## config.mk

```make
export PLATFORM = sky130hd
export DESIGN_NAME = mem_port_arb_flat
export DESIGN_NICKNAME = d
export VERILOG_FILES = /design/src/rtl/mem_arb_pkg.sv /design/src/rtl/mem_port_arb_if.sv /design/src/rtl/mem_arb_sel.sv /design/src/rtl/mem_port_arb.sv /design/src/flat_wrapper.sv
export SDC_FILE = /design/constraint.sdc
export NUM_CORES = 1
export LEC_CHECK = 0
export CORE_AREA = 2 2 114 116
export CTS_BUF_LIST = sky130_fd_sc_hd__clkbuf_16
export CTS_CLUSTER_DIAMETER = 60
export DETAILED_ROUTE_END_ITERATION = 7
export DIE_AREA = 0 0 116 118
export PLACE_DENSITY = 0.84
export RECOVER_POWER = 50
export SETUP_SLACK_MARGIN = 0.2
export SKIP_LAST_GASP = 1
export SLEW_MARGIN = 20
export SYNTH_ARGS = -nofsm -noshare
export SYNTH_HDL_FRONTEND = slang
export SYNTH_SLANG_ARGS = --single-unit
```

## constraint.sdc

```tcl
create_clock -name clk -period 2.5 [get_ports clk]
set_clock_uncertainty 0.1 [all_clocks]
set_input_delay 0.5 -clock clk [delete_from_list [all_inputs] [get_ports clk]]
set_output_delay 0.5 -clock clk [all_outputs]
set_load 0.01 [all_outputs]
```

## src/rtl/mem_arb_pkg.sv

```systemverilog
// Shared types and constants for the three-requester RAM port arbiter.
// Requester IDs index the one-hot grant/ack vectors used across the slice.
package mem_arb_pkg;

    localparam int ADDR_W_DEF = 29;
    localparam int DATA_W_DEF = 32;

    localparam int N_REQ  = 3;
    localparam int REQ_C1 = 0;
    localparam int REQ_C2 = 1;
    localparam int REQ_RD = 2;

    typedef enum logic {
        IDLE,
        ISSUE
    } state_e;

    // Camera round-robin: returns 1 when camera 2 should win.
    // A lone camera always wins; with both, the pointer decides.
    function automatic logic pick_c2(
        input logic c1,
        input logic c2,
        input logic rr_c2
    );
        return c2 & (~c1 | rr_c2);
    endfunction

endpackage

```

## src/rtl/mem_port_arb_if.sv

```systemverilog
// Requester, RAM-port and status bundle of the memory port arbiter.
// master: arbiter side; slave: requesters + RAM port + observers.
interface mem_port_arb_if #(
    parameter int ADDR_W = mem_arb_pkg::ADDR_W_DEF,
    parameter int DATA_W = mem_arb_pkg::DATA_W_DEF
);

    logic              ram_rdy;

    logic              c1_req;
    logic [ADDR_W-1:0] c1_addr;
    logic [DATA_W-1:0] c1_wdata;
    logic              c1_ack;

    logic              c2_req;
    logic [ADDR_W-1:0] c2_addr;
    logic [DATA_W-1:0] c2_wdata;
    logic              c2_ack;

    logic              rd_req;
    logic [ADDR_W-1:0] rd_addr;
    logic              rd_ack;
    logic [DATA_W-1:0] rd_data;
    logic              rd_valid;

    logic              avl_ready;
    logic              avl_write_req;
    logic              avl_read_req;
    logic [ADDR_W-1:0] avl_addr;
    logic [DATA_W-1:0] avl_wdata;
    logic [DATA_W-1:0] avl_rd_data;
    logic              avl_rd_data_valid;

    logic [3:0]        rd_outstanding;
    logic              busy;
    logic              err_spurious;

    modport master (
        input  ram_rdy,
        input  c1_req, c1_addr, c1_wdata,
        output c1_ack,
        input  c2_req, c2_addr, c2_wdata,
        output c2_ack,
        input  rd_req, rd_addr,
        output rd_ack, rd_data, rd_valid,
        input  avl_ready, avl_rd_data, avl_rd_data_valid,
        output avl_write_req, avl_read_req, avl_addr, avl_wdata,
        output rd_outstanding, busy, err_spurious
    );

    modport slave (
        output ram_rdy,
        output c1_req, c1_addr, c1_wdata,
        input  c1_ack,
        output c2_req, c2_addr, c2_wdata,
        input  c2_ack,
        output rd_req, rd_addr,
        input  rd_ack, rd_data, rd_valid,
        output avl_ready, avl_rd_data, avl_rd_data_valid,
        input  avl_write_req, avl_read_req, avl_addr, avl_wdata,
        input  rd_outstanding, busy, err_spurious
    );

endinterface

```

## src/rtl/mem_arb_sel.sv

```systemverilog
// Combinational winner select: starving cameras, then reader, then cameras.
// Ports: *_elig_i eligibility, rr_c2_i pointer, starve_i flags, gnt_o one-hot.
module mem_arb_sel
    import mem_arb_pkg::*;
(
    input  logic             c1_elig_i,
    input  logic             c2_elig_i,
    input  logic             rd_elig_i,
    input  logic             rr_c2_i,
    input  logic [1:0]       starve_i,
    output logic [N_REQ-1:0] gnt_o
);

    logic s1;
    logic s2;

    assign s1 = c1_elig_i & starve_i[0];
    assign s2 = c2_elig_i & starve_i[1];

    always_comb begin
        gnt_o = '0;
        if (s1 | s2) begin
            if (pick_c2(s1, s2, rr_c2_i)) gnt_o[REQ_C2] = 1'b1;
            else                          gnt_o[REQ_C1] = 1'b1;
        end else if (rd_elig_i) begin
            gnt_o[REQ_RD] = 1'b1;
        end else if (c1_elig_i | c2_elig_i) begin
            if (pick_c2(c1_elig_i, c2_elig_i, rr_c2_i)) gnt_o[REQ_C2] = 1'b1;
            else                                        gnt_o[REQ_C1] = 1'b1;
        end
    end

endmodule

```

## src/rtl/mem_port_arb.sv

```systemverilog
// Shares one Avalon RAM port among camera 1/2 writers and the HDMI reader.
// Ports: clk, reset (sync, active-high), bus (mem_port_arb_if.master).
// Optional: MEM_ARB_STARVE_GUARD_EN lets long-waiting cameras beat the reader.
module mem_port_arb
    import mem_arb_pkg::*;
#(
    parameter int ADDR_W       = ADDR_W_DEF,
    parameter int DATA_W       = DATA_W_DEF,
    parameter int MAX_RD_OUT   = 4,
    parameter int STARVE_LIMIT = 64
) (
    input  logic           clk,
    input  logic           reset,
    mem_port_arb_if.master bus
);

    if (MAX_RD_OUT < 1 || MAX_RD_OUT > 15 ||
        STARVE_LIMIT < 1 || STARVE_LIMIT > 255) begin : g_bad_param
        $error("mem_port_arb: parameter out of range");
    end

    state_e             state_q, state_d;
    logic               wr_q, wr_d;
    logic               rd_q, rd_d;
    logic [ADDR_W-1:0]  addr_q, addr_d;
    logic [DATA_W-1:0]  wdata_q, wdata_d;
    logic [N_REQ-1:0]   own_q, own_d;
    logic [N_REQ-1:0]   ack_q, ack_d;
    logic               rr_q, rr_d;
    logic [3:0]         cnt_q, cnt_d;
    logic               err_q, err_d;
    logic [DATA_W-1:0]  rdat_q;
    logic               rval_q;

    logic               rd_elig;
    logic [1:0]         starve;
    logic [N_REQ-1:0]   gnt;
    logic               rd_acc;

    assign rd_elig = bus.rd_req & (cnt_q < 4'(MAX_RD_OUT));

`ifdef MEM_ARB_STARVE_GUARD_EN
    logic [7:0] w1_q, w1_d;
    logic [7:0] w2_q, w2_d;

    // Counts cycles a camera has been waiting; any ack or idle req clears.
    always_comb begin
        w1_d = w1_q;
        w2_d = w2_q;
        if (!bus.c1_req || ack_q[REQ_C1]) w1_d = '0;
        else if (w1_q != 8'hFF)            w1_d = w1_q + 8'd1;
        if (!bus.c2_req || ack_q[REQ_C2]) w2_d = '0;
        else if (w2_q != 8'hFF)            w2_d = w2_q + 8'd1;
    end

    always_ff @(posedge clk) begin
        if (reset) begin
            w1_q <= '0;
            w2_q <= '0;
        end else begin
            w1_q <= w1_d;
            w2_q <= w2_d;
        end
    end

    assign starve = {32'(w2_q) >= STARVE_LIMIT, 32'(w1_q) >= STARVE_LIMIT};
`else
    assign starve = 2'b00;
`endif

    mem_arb_sel u_sel (
        .c1_elig_i (bus.c1_req),
        .c2_elig_i (bus.c2_req),
        .rd_elig_i (rd_elig),
        .rr_c2_i   (rr_q),
        .starve_i  (starve),
        .gnt_o     (gnt)
    );

    always_comb begin
        state_d = state_q;
        wr_d    = wr_q;
        rd_d    = rd_q;
        addr_d  = addr_q;
        wdata_d = wdata_q;
        own_d   = own_q;
        rr_d    = rr_q;
        ack_d   = '0;
        unique case (state_q)
            IDLE: begin
                if (bus.ram_rdy && (|gnt)) begin
                    state_d = ISSUE;
                    own_d   = gnt;
                    wr_d    = ~gnt[REQ_RD];
                    rd_d    = gnt[REQ_RD];
                    unique case (1'b1)
                        gnt[REQ_RD]: begin
                            addr_d  = bus.rd_addr;
                            wdata_d = '0;
                        end
                        gnt[REQ_C2]: begin
                            addr_d  = bus.c2_addr;
                            wdata_d = bus.c2_wdata;
                            rr_d    = 1'b0;
                        end
                        default: begin
                            addr_d  = bus.c1_addr;
                            wdata_d = bus.c1_wdata;
                            rr_d    = 1'b1;
                        end
                    endcase
                end
            end
            ISSUE: begin
                // ram_rdy is ignored here: an issued command always completes.
                if (bus.avl_ready) begin
                    state_d = IDLE;
                    wr_d    = 1'b0;
                    rd_d    = 1'b0;
                    ack_d   = own_q;
                end
            end
            default: state_d = IDLE;
        endcase
    end

    assign rd_acc = (state_q == ISSUE) & rd_q & bus.avl_ready;

    // Simultaneous accept and return cancel; a return at zero is spurious.
    always_comb begin
        cnt_d = cnt_q;
        err_d = err_q;
        unique case ({rd_acc, bus.avl_rd_data_valid})
            2'b10: cnt_d = cnt_q + 4'd1;
            2'b01: begin
                if (cnt_q == 4'd0) err_d = 1'b1;
                else               cnt_d = cnt_q - 4'd1;
            end
            default: ;
        endcase
    end

    always_ff @(posedge clk) begin
        if (reset) begin
            state_q <= IDLE;
            wr_q    <= 1'b0;
            rd_q    <= 1'b0;
            addr_q  <= '0;
            wdata_q <= '0;
            own_q   <= '0;
            ack_q   <= '0;
            rr_q    <= 1'b0;
            cnt_q   <= '0;
            err_q   <= 1'b0;
            rdat_q  <= '0;
            rval_q  <= 1'b0;
        end else begin
            state_q <= state_d;
            wr_q    <= wr_d;
            rd_q    <= rd_d;
            addr_q  <= addr_d;
            wdata_q <= wdata_d;
            own_q   <= own_d;
            ack_q   <= ack_d;
            rr_q    <= rr_d;
            cnt_q   <= cnt_d;
            err_q   <= err_d;
            rdat_q  <= bus.avl_rd_data;
            rval_q  <= bus.avl_rd_data_valid;
        end
    end

    assign bus.c1_ack         = ack_q[REQ_C1];
    assign bus.c2_ack         = ack_q[REQ_C2];
    assign bus.rd_ack         = ack_q[REQ_RD];
    assign bus.avl_write_req  = wr_q;
    assign bus.avl_read_req   = rd_q;
    assign bus.avl_addr       = addr_q;
    assign bus.avl_wdata      = wdata_q;
    assign bus.rd_data        = rdat_q;
    assign bus.rd_valid       = rval_q;
    assign bus.rd_outstanding = cnt_q;
    assign bus.busy           = (state_q == ISSUE);
    assign bus.err_spurious   = err_q;

endmodule

```

## src/flat_wrapper.sv

```systemverilog
// flat-port wrapper written by rule: the top's interface ports become plain ports
module mem_port_arb_flat import mem_arb_pkg::*;
#(
    parameter int ADDR_W       = ADDR_W_DEF,
    parameter int DATA_W       = DATA_W_DEF,
    parameter int MAX_RD_OUT   = 4,
    parameter int STARVE_LIMIT = 64
)
  (clk, reset, bus_ram_rdy, bus_c1_req, bus_c1_addr, bus_c1_wdata, bus_c1_ack, bus_c2_req, bus_c2_addr, bus_c2_wdata, bus_c2_ack, bus_rd_req, bus_rd_addr, bus_rd_ack, bus_rd_data, bus_rd_valid, bus_avl_ready, bus_avl_rd_data, bus_avl_rd_data_valid, bus_avl_write_req, bus_avl_read_req, bus_avl_addr, bus_avl_wdata, bus_rd_outstanding, bus_busy, bus_err_spurious);
  mem_port_arb_if #(.ADDR_W(ADDR_W), .DATA_W(DATA_W)) bus_i ();
  input  logic clk;
  input  logic reset;
  input wire logic [$bits(bus_i.ram_rdy)-1:0] bus_ram_rdy;
  input wire logic [$bits(bus_i.c1_req)-1:0] bus_c1_req;
  input wire logic [$bits(bus_i.c1_addr)-1:0] bus_c1_addr;
  input wire logic [$bits(bus_i.c1_wdata)-1:0] bus_c1_wdata;
  output wire logic [$bits(bus_i.c1_ack)-1:0] bus_c1_ack;
  input wire logic [$bits(bus_i.c2_req)-1:0] bus_c2_req;
  input wire logic [$bits(bus_i.c2_addr)-1:0] bus_c2_addr;
  input wire logic [$bits(bus_i.c2_wdata)-1:0] bus_c2_wdata;
  output wire logic [$bits(bus_i.c2_ack)-1:0] bus_c2_ack;
  input wire logic [$bits(bus_i.rd_req)-1:0] bus_rd_req;
  input wire logic [$bits(bus_i.rd_addr)-1:0] bus_rd_addr;
  output wire logic [$bits(bus_i.rd_ack)-1:0] bus_rd_ack;
  output wire logic [$bits(bus_i.rd_data)-1:0] bus_rd_data;
  output wire logic [$bits(bus_i.rd_valid)-1:0] bus_rd_valid;
  input wire logic [$bits(bus_i.avl_ready)-1:0] bus_avl_ready;
  input wire logic [$bits(bus_i.avl_rd_data)-1:0] bus_avl_rd_data;
  input wire logic [$bits(bus_i.avl_rd_data_valid)-1:0] bus_avl_rd_data_valid;
  output wire logic [$bits(bus_i.avl_write_req)-1:0] bus_avl_write_req;
  output wire logic [$bits(bus_i.avl_read_req)-1:0] bus_avl_read_req;
  output wire logic [$bits(bus_i.avl_addr)-1:0] bus_avl_addr;
  output wire logic [$bits(bus_i.avl_wdata)-1:0] bus_avl_wdata;
  output wire logic [$bits(bus_i.rd_outstanding)-1:0] bus_rd_outstanding;
  output wire logic [$bits(bus_i.busy)-1:0] bus_busy;
  output wire logic [$bits(bus_i.err_spurious)-1:0] bus_err_spurious;
  assign bus_i.ram_rdy = bus_ram_rdy;
  assign bus_i.c1_req = bus_c1_req;
  assign bus_i.c1_addr = bus_c1_addr;
  assign bus_i.c1_wdata = bus_c1_wdata;
  assign bus_c1_ack = bus_i.c1_ack;
  assign bus_i.c2_req = bus_c2_req;
  assign bus_i.c2_addr = bus_c2_addr;
  assign bus_i.c2_wdata = bus_c2_wdata;
  assign bus_c2_ack = bus_i.c2_ack;
  assign bus_i.rd_req = bus_rd_req;
  assign bus_i.rd_addr = bus_rd_addr;
  assign bus_rd_ack = bus_i.rd_ack;
  assign bus_rd_data = bus_i.rd_data;
  assign bus_rd_valid = bus_i.rd_valid;
  assign bus_i.avl_ready = bus_avl_ready;
  assign bus_i.avl_rd_data = bus_avl_rd_data;
  assign bus_i.avl_rd_data_valid = bus_avl_rd_data_valid;
  assign bus_avl_write_req = bus_i.avl_write_req;
  assign bus_avl_read_req = bus_i.avl_read_req;
  assign bus_avl_addr = bus_i.avl_addr;
  assign bus_avl_wdata = bus_i.avl_wdata;
  assign bus_rd_outstanding = bus_i.rd_outstanding;
  assign bus_busy = bus_i.busy;
  assign bus_err_spurious = bus_i.err_spurious;
  mem_port_arb #(.ADDR_W(ADDR_W), .DATA_W(DATA_W), .MAX_RD_OUT(MAX_RD_OUT), .STARVE_LIMIT(STARVE_LIMIT)) u_core (.clk(clk), .reset(reset), .bus(bus_i));
endmodule
```

## Yosys cells after proc, flatten, opt, wreduce, memory -nomap -nowiden

Cells that the tools add are included.

| word-level totals | value |
|---|---|
| input port bits | 191 |
| word-level logic and storage cells | 58 |
| output and inout port bits | 105 |
| flip-flop bits (word level) | 109 |

| operators by class | value |
|---|---|
| reduce and logical (&&, ||, !) cells | 10 |
| equal/unequal tests | 5 |
| bitwise gates (word level) | 10 |
| order comparisons | 1 |
| multiplexer cells | 18 |
| add/subtract/negate cells | 2 |

Operators with widths:

| cell | number |
|---|---|
| one-hot mux 32 bit (2 select lines) | 1 |
| one-hot mux 29 bit (2 select lines) | 1 |
| 2-to-1 mux 1 bit | 8 |
| one-hot mux 1 bit (2 select lines) | 4 |
| one-hot mux 4 bit (2 select lines) | 1 |
| AND reduction 2 bit | 4 |
| OR reduction 3 bit | 2 |
| adder 4 x 1 -> 4 bit (second input constant) | 1 |
| AND 1 bit | 4 |
| logical NOT 4 bit | 1 |
| less-than comparator 4 x 3 -> 1 bit (second input constant) | 1 |
| 2-to-1 mux 2 bit | 2 |
| 2-to-1 mux 4 bit | 1 |
| != test 2 bit (second input constant) | 2 |
| inverter 1 bit | 4 |
| subtractor 4 x 1 -> 4 bit (second input constant) | 1 |
| AND reduction 3 bit | 1 |
| equality test 2 x 1 -> 1 bit (second input constant) | 1 |
| equality test 2 bit (second input constant) | 1 |
| != test 2 x 1 -> 1 bit (second input constant) | 1 |
| OR 1 bit | 2 |
| nonzero test 2 bit | 1 |
| logical AND 1 bit | 1 |

## Depth between registers and ports, before layout

Gate-level depths: netlist of run 1.

| depth | value |
|---|---|
| depth after elaboration | 10 |
| gate-level depth with buffers | 7 |
| gate-level depth less buffers | 7 |

## Cells and area by module

Synthesis of run 1 repeated with hierarchy kept, for this count alone.

| unflattened totals | value |
|---|---|
| cells, all modules | 477 |
| area total of the unflattened synthesis | 4503.1 µm² |

By module, submodules not included:

| module | cells each | sequential area each (µm²) | times used | area each (µm²) |
|---|---|---|---|---|
| mem_port_arb | 469 | 2182.1 | 1 | 4441.8 |
| mem_arb_sel | 8 | 0.0 | 1 | 61.3 |

## Worst setup path before layout of run 1

Ideal clock, no wire load.

| path | value |
|---|---|
| path kind | input-to-reg |
| start point | input port bus_avl_ready |
| end point | register u_core.cnt_q[2] (netlist: u_core.bus.rd_outstanding[2]) |
| setup slack | 0.491 ns |
| cell stages on the path | 6 |
| path buffers | 0 |
| setup time | 0.095 ns |
| data required time | 2.305 ns |
| arrival time | 1.814 ns |
| cells stage by stage | nand3_1 > nand2_1 > xnor2_1 > ha_1 > or4_1 > a221oi_1 |

| between the ends | value |
|---|---|
| longest elaborated chain between the ends | 4 |
| elaborated cells on any way between the ends | 7 |
| those cells by class | eq/ne: 3; mux: 1; bitwise: 1; reduce/logical: 2 |

RTL lines:

| element | RTL line | text |
|---|---|---|
| start, declared | flat_wrapper.sv:27 | `input wire logic [$bits(bus_i.avl_ready)-1:0] bus_avl_ready;` |
| AND 1 bit (*) | mem_port_arb.sv:127 | `assign rd_acc = (state_q == ISSUE) & rd_q & bus.avl_ready;` |
| equality test 2 x 1 -> 1 bit / equality test 2 bit (equally long branches) | mem_port_arb.sv:133 | `unique case ({rd_acc, bus.avl_rd_data_valid})` |
| != test 2 bit (no source line) / nonzero test 2 bit (equally long branches) | -- |  |
| AND reduction 2 bit (no source line) | -- |  |
| end signal, assigned | mem_port_arb.sv:166 | `cnt_q <= cnt_d;` |
| end, declared | mem_port_arb.sv:30 | `logic [3:0] cnt_q, cnt_d;` |

Mark *: on every way between the ends. The rest lies on a longest branch, timed or not.
A chain may end at the register's enable or synchronous reset.

## Worst setup path after layout of run 1

| path | value |
|---|---|
| start point | register u_core.cnt_q[2] (netlist: u_core.bus.rd_outstanding[2]) |
| end point | output port bus_rd_outstanding[2] |

RTL lines:

| element | RTL line | text |
|---|---|---|
| end, declared | flat_wrapper.sv:34 | `output wire logic [$bits(bus_i.rd_outstanding)-1:0] bus_rd_outstanding;` |

No word-level cell between the ends.

==> results, run 1 <==
- After clock tree synthesis, the flow added hold-fix buffers numbering 0.
- For this run, the register share of the synthesized area comes to 0.4971.
- The clock edge transition at the registers on the reported setup and hold paths is 0.08 ns.
- Max-cap violations in this run came to 0.
- The most common cell after layout, fill and taps aside is clkdlybuf4s50_1.
- Subtracting the final worst setup slack from the clock period gives around 2.1 ns.
- The post-place setup slack is -0.01049 ns.
- The detailed router's first-iteration violation count is between 200 and 250.
- The terminus of the critical flop-to-flop path is u_core.bus.rd_outstanding[2].
- The final-stage net count is ~970.
- In the layout the commonest cells are clkdlybuf4s50_1 (226), dfxtp_1 (109), nand2_1 (73), dlygate4sd3_1 (67), nor2_1 (35).
- For this design the static power due to leakage is between 0.003 and 0.004 µW.
- TritonCTS built the clock tree.
- The number of search-and-repair iterations in the first detailed-routing pass is 4.
- The number of rows created at floorplan is about 40.
- The post-synthesis simple-gate area fraction is 0.1784.
- On the final layout, the worst hold slack is approximately 0.35 ns.
- The flow ran to the end, and the final reports show no timing, DRC or antenna violations.
- The count of flip-flops with a built-in enable after synthesis is 0.
- The worst path arrival time is about 1.5 ns.
- In the finished design, the share of the clock period the worst path needs comes to 0.8403.
- The count of cell types in the netlist is 32.
- The portion of synthesized cell area occupied by the leading cell type is 0.4971.
- Detailed placement ended at an HPWL of between 10000 and 15000 µm.
- The multi-input combinational cells in the finished layout cover a total of 0.002049 mm².
- The global-route congestion overflow total is 0.
- Once placement finished, the instance area stood at between 0.007 and 0.008 mm².
- The sequential cells in the finished layout cover a total of between 0.002 and 0.0025 mm².
- Counting the fill cells in the layout gives roughly 1k.
- The Yosys step of the flow raised 0 warnings.
- The number of failing setup endpoints in the final timing report is 0.
- The full die area is ~0.014 mm².
- Counting cells, the worst reg-to-reg path comes to 6.
- The number of clock sinks is about 110.
- STA classifies the critical path startpoint as a flop.
- The transition at the pin with the smallest max-transition slack is 1.097 ns.
- In this run the number of cells on the critical path is 1.
- The mean post-synth cell area is 9.050 µm².
- Of all cell types, the one taking the most synthesized area is dfxtp_1.
- Once layout is done, the placed cells without fillers occupy 0.007846 mm².
- The initial antenna violation count came to 0.
- During placement, the flow inserted port buffers numbering between 200 and 300.
- Across every metal layer, demand over resource in global routing totals 0.2152.
- The capturing element type of the critical path is an output pin.
- In this run the standard cell core region covers 0.01241 mm².
- At the worst endpoint, the required time is around 1.9 ns.
- The post-route worst setup slack is ~0.4 ns.
- The via count normalized by instance count is between 4 and 5.
- In the routed design, unresolved DRC markers number 0.
- The highest clock rate is 0.4760 GHz.
- Walking the worst path, the cells encountered are clkdlybuf4s50_1.
- The fraction of the mapped netlist area in compound gates is 0.2084.
- Setup repair after global routing left no endpoint under its margin.
- The critical register-to-register path startpoint is u_core.bus.busy.
- Synthesis produced a netlist with a net count of about 680.
- The detailed router placed 4732 vias in this run.
- The initial standard-cell utilization of the core is 0.3536.
- Among cell families on the critical path, the largest total delay comes from buffers and inverters.
- The antenna cell count is 0.
- The worst-case vdd ir drop is slightly below 0.4 mV.
- No sink is reached through more buffers than the 2 on the longest clock path.
- The main combinational cell family by area after synthesis is compound AO/OA/AOI/OAI gates.
- The synthesized cell area is between 0.004 and 0.005 mm².
- The final count of pins violating max slew was 0.
- The main flop type after synthesis is dfxtp_1.
- Of the total synthesized cell area, the portion taken by full adders, half adders and majority gates is 0.002851.
- In this run the most critical hold path is launched from u_core.bus.avl_addr[9].
- In this run the vertical extent of the chip is 118 µm.
- The worst pin sits at a relative slew slack of 0.2689.
- The final RePlAce weighted congestion is around 0.85.
- Sorting the synthesized cells by area gives the leading types as dfxtp_1 (50%), mux2i_1 (7.3%), nand2_1 (6.3%), o31ai_1 (5.3%), nor2b_1 (4.8%).
- In this run the horizontal extent of the chip is around 120 µm.
- The maximum net fanout on the critical path is 8.
- The final-report hold violation count is 0.
- 296 I/O pins were placed.
- The worst hold path passes through 2 cells.
- Clock tree synthesis selected as its root buffer the cell clkbuf_16.
- The combined buffer and inverter count along the critical path is 1.
- The number of synthesized register bits is ~110.
- The layout overhead on the synthesized area is 78.76%.
- Wires add up to 15190 µm.
- The endpoint of the worst hold-timing path is u_core.bus.avl_addr[9].
- The share of flip-flops with an asynchronous set or reset is 0.
- In this run the number of H-tree levels came out at 3.
- After detailed routing, the average wire length per cell comes to about 16 µm.
- The delay contributed by the slowest stage of the critical path is about 0.62 ns.
- The xor/xnor share of the synthesized area is 0.001995.
- The number of global-route vias before repair came to between 4k and 5k.
- Buffers inserted during clock tree synthesis total 9.
- In the synthesized netlist, the number of instances is around 490.
- The worst hold path belongs to the class flop to flop.
- The antenna violation net count after detailed routing is 0.
- The proportion of layout cells with a drive suffix above 1 is 0.04499.
- Power spread over the standard cell area amounts to about 580 mW/mm².
- The critical path is of the flop to output pin type.
- The setup check on the worst reg-to-reg path leaves a slack of between 0.5 and 0.6 ns.
- The clock insertion delay at the later pin of the skew report is roughly 0.35 ns.
- Entering global routing, the biggest net connects 34 pins.
- The largest individual stage delay along the critical path comes from the cell clkdlybuf4s50_1.
- The first-pass GRT wire length is 23250 µm.
- The share of cell area taken by muxes after synthesis is 0.07298.
==> Yosys cell counts, drive strengths merged, types with 2 or more instances <==
cell type,n
o31ai,31
dfxtp,109
nand3,5
a21boi,30
or3,3
nor2b,34
o21ai,33
nand2b,3
a221oi,2
mux2i,32
clkbuf,19
buf,18
or2,3
a21oi,7
nand2,74
nor3b,4
nor2,35
a31oi,32
==> what timing repair did <==
item / 4_1_cts / 5_1_grt
gates resized for setup: 0 / 1
endpoints found under the setup margin: 0 / 1
setup buffers: 0 / 0
==> cells by family after synthesis <==
| logic type | Yosys count |
|---|---|
| compound gates | 139 |
| buf+inv | 37 |
| mux | 32 |
| fa+ha+maj | 1 |
| xor+xnor | 1 |
| flops | 109 |
| simple gates | 166 |
==> worst max-delay path by stage <==
stage	start	endpoint	slack (ns)
2_1_floorplan	bus_avl_ready	u_core.bus.rd_outstanding[2]	0.49
3_3_place_gp	bus_avl_ready	u_core.bus.rd_outstanding[2]	0.04
3_5_place_dp	bus_avl_ready	u_core.bus.rd_outstanding[2]	-0.01
4_1_cts	bus_avl_ready	u_core.bus.rd_outstanding[2]	0.36
5_1_grt	u_core.bus.rd_outstanding[2]	bus_rd_outstanding[2]	0.35
6_report	u_core.bus.rd_outstanding[2]	bus_rd_outstanding[2]	0.40
==> sequential cells by signal, indices dropped and copies added, names as in the netlist <==
name	count
u_core.bus.rd_valid	1
u_core.bus.avl_read_req	1
u_core.bus.avl_write_req	1
u_core.bus.err_spurious	1
u_core.bus.avl_addr	29
u_core.bus.avl_wdata	32
u_core.bus.rd_outstanding	4
u_core.own_q	3
u_core.bus.rd_data	32
u_core.ack_q	3
u_core.bus.busy	1
u_core.rr_q	1
==> metal layers <==
layer	share of wire	vias up	global-route usage
met4	0.028	0	0.1057
met5	0	-	0
li1	-	2279	-
met2	0.50	234	0.3827
met3	0.091	37	0.06076
met1	0.38	2182	0.2293
==> area by class of cell <==
type	instances	share of cell area
clock inverter	7	0.006538
timing repair buffer	314	0.3980
sequential	109	0.2781
clock buffer	9	0.02870
multi-input combinational	339	0.2612
tap	172	0.02743
==> report_power, final <==
part / internal (µW) / leakage [µW] / switching (µW)
logic: 710 / 0.00215 / 536
clock network: 682 / 0.000138 / 668
registers: 1870 / 0.000897 / 85.1
==> through the flow <==
step	TNS, ns	instances	power (µW)	utilization
global placement	0	934	3230	0.6112
floorplan	0	485	2532	-
detailed placement	-0.01049	934	3271	0.6112
CTS	0	950	4632	0.6334
global route	0	950	4766	0.6320
finish	0	950	4547	0.6320
Power figures use the tool's default switching activity.
==> run 2, diff against run 1 <==
==> constraint.sdc (replaced) <==
create_clock -name clk -period 2 [get_ports clk]
set_clock_uncertainty 0.1 [all_clocks]
set_input_delay 0.4 -clock clk [delete_from_list [all_inputs] [get_ports clk]]
set_output_delay 0.4 -clock clk [all_outputs]
set_load 0.01 [all_outputs]
==> run 2 against run 1 <==
Cell count rose by 1.6%; sequential share of layout area fell by 0.90 points; combinational power rose by 40%; first-iteration DRC count rose by 45%; wire length rose by 7.0%; count of clock-buffer cells in the layout did not move; clock power rose by 26%; critical path depth rose by 5.
==> results, run 2 (synthesized netlist as in run 1, its figures left out) <==
- The H-tree generated during clock tree synthesis spans 3 levels.
- After detailed routing, the total wire length is 16250 µm.
- The number of rows created at floorplan is 41.
- For this run, the share of the core covered by cells in the final layout is 0.6536.
- The category of the most critical setup path is input port to flop.
- The width of the die is about 120 µm.
- The worst path arrival time is approximately 2.0 ns.
- The setup check on the worst reg-to-reg path leaves a slack of around 0.20 ns.
- In this run the worst hold path is classified as flop to flop.
- The clock period minus worst slack is about 1.8 ns.
- The endpoint of the worst hold-timing path is u_core.own_q[1].
- The instance count along the most critical hold path is 2.
- The CTS tree is built.
- The worst hold path begins at u_core.own_q[1].
- The clock tree buffer depth is 2.
- Of the cells placed in the final design, the portion with a size suffix greater than 1 is 0.07566.
- The first global-routing pass estimated ~24000 µm of wire.
- The average detailed-routed wire length per instance is around 17 µm.
- The full die area is roughly 0.014 mm².
- The detail route stage leaves a number of antenna-violating nets equal to 0.
- The final-report hold violation count was 0.
- In this run the vertical extent of the chip is between 100 and 150 µm.
- After detailed placement, the design holds a cell count of 944.
- In the layout the commonest cells are clkdlybuf4s50_1 (263), dfxtp_1 (108), nand2_1 (72), nor2_1 (35).
- The terminus of the critical flop-to-flop path is u_core.bus.rd_outstanding[2].
- After global routing the overflow that remains totals 0.
- The number of buffers added by the clock tree synthesis step is 9.
- The final RePlAce weighted congestion is just over 0.8.
- After clock tree synthesis, the clock-pin slew on the worst setup and hold paths is ~0.070 ns.
- Buffers placed on the I/O ports in this run total 295.
- The power density over cell area is roughly 730 mW/mm².
- The maximum net fanout on the critical path is 7.
- The initial antenna violation count is 0.
- The worst reg-to-reg path cell count is 6.
- The finished cells cover 0.008114 mm².
- The clock drives between 100 and 150 sinks.
- Summed over all nets, the half-perimeter wirelength after detailed placement is 12250 µm.
- Across the run, the number of max-cap violations was 0.
- For this run, global-route usage on met1 was measured as 0.2187.
- The initial standard-cell utilization of the core is 0.3536.
- The startpoint type of the worst setup path is an input port.
- Excluding fillers, the count of instances in the completed layout stands at between 900 and 1k.
- The first detailed-routing pass took 4 iterations.
- The detailed router's first-iteration violation count is between 300 and 400.
- In this run the tightest slew margin relative to its limit is 0.4168.
- Traced cell by cell, the critical path runs through clkdlybuf4s50_1, nor2b_2, clkbuf_1, o31ai_1, or3_1, a21oi_1.
- The clock root buffer is clkbuf_16.
- The most common cell after layout, fill and taps aside is clkdlybuf4s50_1.
- The placed instances occupy a cell area of between 0.007 and 0.008 mm².
- The capturing element type of the critical path is a flop.
- The final layout contains 980 nets.
- The final cycle utilization of the critical path is 0.9188.
- The number of antenna diodes in the final layout is 0.
- The detailed-route via count is about 4.8k.
- The slowest cell on the critical path is clkdlybuf4s50_1.
- The area of the placeable core is approximately 0.012 mm².
- The final count of pins violating max slew is 0.
- For the worst setup path, the data required time is between 2 and 2.5 ns.
- The leakage component of the power is between 0.003 and 0.004 µW.
- In this run the critical register-to-register path is launched from u_core.bus.busy.
- The delay contributed by the slowest stage of the critical path is about 0.46 ns.
- The most used routing layer in global routing is met2.
- The run finished with clean final reports.
- In the global route stage, met2 resource usage came out at 0.4050.
- Based on the critical path, the design can be clocked at up to 0.5442 GHz.
- For this run, the total global-route usage over all layers was measured as 0.2238.
- For this run, global-route usage on met3 was measured as 0.07981.
- Buffers inserted to repair hold after CTS numbered 0.
- The worst-case vdd ir drop is 0.7454 mV.
- After detailed routing, the number of vias per cell comes to approximately 5.
- Hold is met by 0.3541 ns.
- Pin placement for this block handled around 300 I/O pins.
- The layout overhead on the synthesized area is 84.86%.
- The number of failing setup endpoints in the final timing report is 0.
- Entering global routing, the biggest net connects between 40 and 50 pins.
- The number of global-route vias before repair is between 4k and 5k.
- For the pin with the worst max-slew slack, the measured transition is between 0.8 and 0.9 ns.
- The clock insertion delay at the later pin of the skew report is around 0.35 ns.
- The count of unresolved DRC violations after routing is 0.
- Setup repair after global routing could not meet its margin everywhere.
==> run 2: cell count changes in the layout (fill, tap and decap cells not counted), moves of 2 or more <==
| cell | change |
|---|---|
| clkbuf_16 | +2 |
| clkdlybuf4s50_1 | +37 |
| dlygate4sd2_1 | +11 |
| dlygate4sd3_1 | -52 |
| inv_6 | +2 |
| buf_4 | +4 |
| buf_6 | +3 |
| buf_12 | +7 |
==> run 2: routing by layer <==
metal | share of wire | up-vias
met5 | 0 | -
met4 | 0.038 | 0
met3 | 0.11 | 47
met2 | 0.50 | 262
met1 | 0.35 | 2188
li1 | - | 2307
==> run 2: power breakdown <==
| group | total, µW | switching (µW) | internal (µW) |
|---|---|---|---|
| logic | 1750 | 731 | 1020 |
| registers | 2450 | 113 | 2330 |
| clock network | 1700 | 836 | 863 |
| total | 5890 | 1680 | 4220 |
==> run 2: cell type report <==
type	count	area, µm²
Sequential cell	109	2183
Fill cell	990	4300
Tap cell	172	215.2
Timing Repair Buffer	329	3342
Clock buffer	9	225.2
Multi-Input combinational cell	339	2092
Clock inverter	7	56.30
==> run 2: what timing repair did <==
| item | 4_1_cts | 5_1_grt |
|---|---|---|
| gates cloned | 0 | 3 |
| setup buffers | 0 | 2 |
| pin swaps | 3 | 8 |
| resized for setup | 19 | 12 |
| endpoints found under the setup margin | 14 | 20 |
==> run 2: through the flow <==
step	worst slack, ns	total power, µW	setup TNS (ns)
final	0.1624	5895	0
after global placement	-0.2645	4111	-1.061
after floorplan	0.2080	3168	0
after global routing	0.1018	6179	0
after CTS	0.2063	5881	0
after detailed placement	-0.2978	4178	-4.170
==> run 2: worst max path at each step <==
| stage | startpoint | end | slack, ns |
|---|---|---|---|
| after floorplan | u_core.bus.avl_read_req | u_core.bus.rd_outstanding[2] | 0.21 |
| after global placement | bus_avl_ready | u_core.bus.rd_outstanding[2] | -0.26 |
| after detailed placement | bus_avl_ready | u_core.bus.rd_outstanding[2] | -0.30 |
| after CTS | u_core.bus.avl_addr[0] | bus_avl_addr[0] | 0.21 |
| after global routing | bus_ram_rdy | u_core.own_q[1] | 0.10 |
| final | bus_ram_rdy | u_core.own_q[1] | 0.16 |
==> run 2: critical path, delay by kind of cell <==
family	cells	cell delay [ns]
buffers and inverters	2	0.78
and+or+nand+nor	2	0.54
AOI/OAI and AO/OA	2	0.28
==> RTL change 1 (settings of run 1) <==
Add a define of `MEM_ARB_STARVE_GUARD_EN`.
--- a/src/rtl/mem_port_arb.sv
+++ b/src/rtl/mem_port_arb.sv
@@ -3,2 +3,4 @@
 // Optional: MEM_ARB_STARVE_GUARD_EN lets long-waiting cameras beat the reader.
+`define MEM_ARB_STARVE_GUARD_EN
+
 module mem_port_arb
Behaviour: no difference found for any inputs over 10 cycles, from zero or initial values and one cycle with reset high; that may be too few to reach the edited logic, so the function may still have changed.
==> RTL change 1 against run 1 <==
The flow now finishes with violations (capacitance limit, slew limit); sequential share of layout area is 1.4 points lower; design area grew 21%; setup slack got worse by 90 ps; critical path depth up 5; wire length grew 34%; hold slack better by 17 ps; synthesized cell count up 27%; count of clock-buffer cells in the layout grew 8; sequential cell count rose by 16; fmax decreased by 4.1%; area after synthesis up 29%; die area unchanged; total power rose by 32%.
==> RTL change 1: results (changes against run 1) <==
* Run status: complete, but fails checks
* Violated checks: capacitance limit, slew limit
* Reported leakage power at 3.854 nW (+21%)
* Gpl congestion at 0.8760 (+2.5%)
* Register-to-register setup slack at 390 ps (-160 ps)
* Critical Path Fanout Max at 10 (+2)
* Critical Path Max Stage Delay at 550 ps (-70 ps)
* Slew Viols, Final at 36 (+36)
* Clock Power Share at 0.424 (+0.127)
* Layout cells sized above 1 at 0.1106 (+0.06564)
* H-tree Lvls at 4 (+1)
* Starting DRC count in detailed routing at 474 (+110%)
* HPWL Detailed at 14670 µm (+28%)
* Worst Hold Class: flop to flop
* TritonCTS Buffers at 17 (+8)
* Via/cell ratio at 5.586 (+12%)
* Syn_nets at 812 (+20%)
* First-pass GRT wire length at 31300 µm (+35%)
* Area after DPL at 8862 µm² (+17%)
* Layout fillers at 877 (-14%)
* Comb power frac at 0.206 (-0.068)
* Total track usage at 0.2890 (+0.07383)
* DP Worst Slack at -164.6 ps (-154.1 ps)
* CP arrival at 2400 ps (+900 ps)
* Slew @ Worst Pin at 1711 ps (+614.4 ps)
* Post-synth cell types at 52 (+63%)
* Worst Hold End: u_core.own_q[0]$_SDFFE_PP0P_
* Multi-input logic area at 2790 µm² (+36%)
* Worst Reg-to-Reg Cells at 7 (+1)
* Hold path startpoint: u_core.own_q[0]$_SDFFE_PP0P_
* Reg clk slew, reported paths at 60 ps (-20 ps)
* Max cap viols at 1 (+1)
* Clk_lat worst skew at 400 ps (+50 ps)
* Vias in the first global route at 6188 (+26%)
* Top cells by area in the synthesized netlist: dfxtp_1 44%, a221oi_2 8.0%, a311oi_1 4.5%
* Register area share after synthesis at 0.4422 (-0.05496)
* Switching share of total power at 0.2638 (-0.01978)
* Syn Area/Cell at 9.157 µm² (+1.2%)
* Routed WL per cell at 18.54 µm (+16%)
* Cells after DPL at 1062 (+14%)
* Largest net degree at the start of global routing at 53 (+56%)
* Total wire length at 20290 µm (+34%)
* VDD IR max at 0.4290 mV (+8.5%)
* Top cells by count, synth: 125 x dfxtp_1, 47 x nand2_1, 46 x nor2_1
* Drt pass-1 iters at 6 (+2)
* WHS at 362.9 ps (+16.53 ps)
RTL change 1: final cells by class:
class                           instances  share of cell area
Sequential cell                       125              0.2643
Inverter                               33             0.01308
Multi-Input combinational cell        409              0.2947
Timing Repair Buffer                  323              0.3405
Tap cell                              172             0.02273
Clock buffer                           17             0.04493
Clock inverter                         15             0.01982
RTL change 1: worst max path at each step:
stage / cells past startpoint / startpoint / to / slack [ps]
3_5_place_dp: 8 / bus_avl_ready / u_core.bus.rd_outstanding[2]$_SDFFE_PP0P_ / -160
3_3_place_gp: 8 / bus_avl_ready / u_core.bus.rd_outstanding[2]$_SDFFE_PP0P_ / -150
5_1_grt: 4 / reset / u_core.bus.avl_wdata[28]$_SDFFE_PP0P_ / 210
6_report: 6 / bus_c1_req / u_core.bus.avl_addr[0]$_SDFFE_PP0P_ / 310
2_1_floorplan: 7 / bus_avl_ready / u_core.bus.rd_outstanding[2]$_SDFFE_PP0P_ / 370
4_1_cts: 8 / bus_avl_ready / u_core.bus.rd_outstanding[2]$_SDFFE_PP0P_ / 250
RTL change 1: routing by layer:
layer	GRT usage	share of wire	up-vias	wire (µm)
li1	-	-	2851	-
met1	0.3166	0.37	2908	7479
met2	0.5095	0.52	291	10460
met3	0.07673	0.081	61	1651
met4	0.1384	0.034	0	698
met5	0	0	-	0
RTL change 1: cells by family after synthesis:
| kind of cell | after synthesis | share of synthesized area |
|---|---|---|
| simple gates | 173 | 0.1543 |
| compound gates | 222 | 0.3100 |
| flops | 125 | 0.4422 |
| mux | 5 | 0.009065 |
| xor+xnor | 6 | 0.009286 |
| fa+ha+maj | 3 | 0.006633 |
| buf+inv | 84 | 0.06854 |
RTL change 1: timing repair:
item	in CTS	in global routing
hold endpoints to repair	0	0
setup endpoints to repair	0	1
gates resized for setup	0	2
==> RTL change 2 (flow settings as in run 1) <==
Without the edit above. Take the reset off `rdat_q` and load it in a clocked block of its own.
--- a/src/rtl/mem_port_arb.sv
+++ b/src/rtl/mem_port_arb.sv
@@ -154,3 +154,2 @@
             err_q   <= 1'b0;
-            rdat_q  <= '0;
             rval_q  <= 1'b0;
@@ -167,5 +166,8 @@
             err_q   <= err_d;
-            rdat_q  <= bus.avl_rd_data;
             rval_q  <= bus.avl_rd_data_valid;
         end
+    end
+
+    always_ff @(posedge clk) begin
+        rdat_q <= bus.avl_rd_data;
     end
Behaviour: not the same (Yosys sat finds a counterexample within 4 cycles, from zero or initial values and one cycle with reset high).
==> RTL change 2 against run 1 <==
Count of clock-buffer cells in the layout stayed put; sequential cell count stayed put; die area stayed put; setup slack worse by 76 ps; total power is 0.85% lower; area after synthesis is 3.7% lower; design area is 2.5% lower; wire length is 0.90% lower; critical path depth is 7 higher; hold slack better by 14 ps; first-iteration DRC count is 22% lower; clock power is 4% higher; critical path type is now primary input to flop; critical endpoint is now u_core.bus.rd_outstanding[2]$_SDFFE_PP0P_.
==> RTL change 2: results (changes against run 1) <==
* Hold Path Depth at 1 (-1)
* VDD IR max at 0.3475 mV (-12%)
* Critical Path Fanout Max at 3 (-5)
* Total wire length at 15060 µm (-0.90%)
* Run status: complete, no violations
* R2r endpoint: u_core.bus.avl_addr[7]$_SDFFE_PP0P_
* Origin of the worst setup path: bus_avl_ready
* Antenna violations before repair at 1 (+1)
* Starting DRC count in detailed routing at 177 (-22%)
* Post-synth cell types at 39 (+22%)
* Gpl congestion at 0.7978 (-6.7%)
* Vias in the first global route at 4365 (-11%)
* Slew @ Worst Pin at 985.2 ps (-111.5 ps)
* CP arrival at 2290 ps (+790 ps)
* Critical Path Max Stage Delay at 550 ps (-70 ps)
* Syn Area/Cell at 10.26 µm² (+13%)
* Crit Reg-Reg Startpoint: u_core.bus.rd_outstanding[2]$_SDFFE_PP0P_
* Top cells by area in the synthesized netlist: dfxtp_1 52%, mux2i_1 7.6%, o2bb2ai_1 6.6%
* Worst Reg-to-Reg Cells at 5 (-1)
* WHS at 360.0 ps (+13.57 ps)
* Register-to-register setup slack at 520 ps (-30 ps)
* Syn_nets at 604 (-11%)
* Max Fclk at 0.4594 GHz (-3.5%)
* Top cells by count, synth: 109 x dfxtp_1, 34 x a21oi_1, 32 x mux2i_1, 32 x o2bb2ai_1, 31 x and3_1
* DP Worst Slack at -252.0 ps (-241.5 ps)
* Worst Hold End: u_core.bus.avl_wdata[2]$_SDFFE_PP0P_
* Reported leakage power at 3.113 nW (-2.1%)
* Total track usage at 0.2123 (-0.002940)
* HPWL Detailed at 11320 µm (-1.0%)
* Routed WL per cell at 17.29 µm (+8.1%)
* Post-CTS Resized at 1 (+1)
## RTL change 2: cell count changes after synthesis, sizes merged, moves of 30 or more
cell	delta
nand2	-70
a31oi	-32
o31ai	-31
o2bb2ai	+32
nor2b	-31
and3	+31
a22oi	+30
## RTL change 2: final cells by class
cell class	count	area, µm²
fill	1039	4763
timing repair buffer	308	3087
sequential	109	2182
multi-input combinational	265	1876
clock buffer	9	225.2
tap	172	215.2
clock inverter	7	63.81
antenna	1	2.502
## RTL change 2: per-stage QoR
| step | instance area, µm² | setup TNS (ps) | util |
|---|---|---|---|
| after global placement | 7365 | -4906 | 0.5932 |
| after CTS | 7659 | 0 | 0.6169 |
| after global routing | 7651 | 0 | 0.6163 |
| after detailed placement | 7365 | -8195 | 0.5932 |
| final | 7651 | 0 | 0.6163 |
| after floorplan | 4225 | 0 | - |
## RTL change 2: routing by layer
| metal | up-vias | part of all wire | global-route usage |
|---|---|---|---|
| li1 | 2096 | - | - |
| met1 | 2019 | 0.36 | 0.2233 |
| met2 | 231 | 0.51 | 0.3852 |
| met3 | 30 | 0.096 | 0.06025 |
| met4 | 0 | 0.030 | 0.09449 |
| met5 | - | 0 | 0 |
## RTL change 2: cell families (layout without fill, tap and decap cells)
group,Yosys count,after routing,synth area share
compound gates,162,162,0.2609
xor+xnor,2,2,0.004146
fa+ha+maj,1,1,0.002961
buf+inv,38,324,0.04145
flops,109,109,0.5164
mux,33,33,0.07847
other cells,0,1,0
simple gates,67,67,0.09565
## RTL change 2: power breakdown
part           internal (mW)  switching [mW]  leakage (nW)
clock network          0.704           0.706         0.142
logic                  0.667           0.459          2.07
registers               1.88          0.0924         0.899
total                   3.25            1.26          3.11
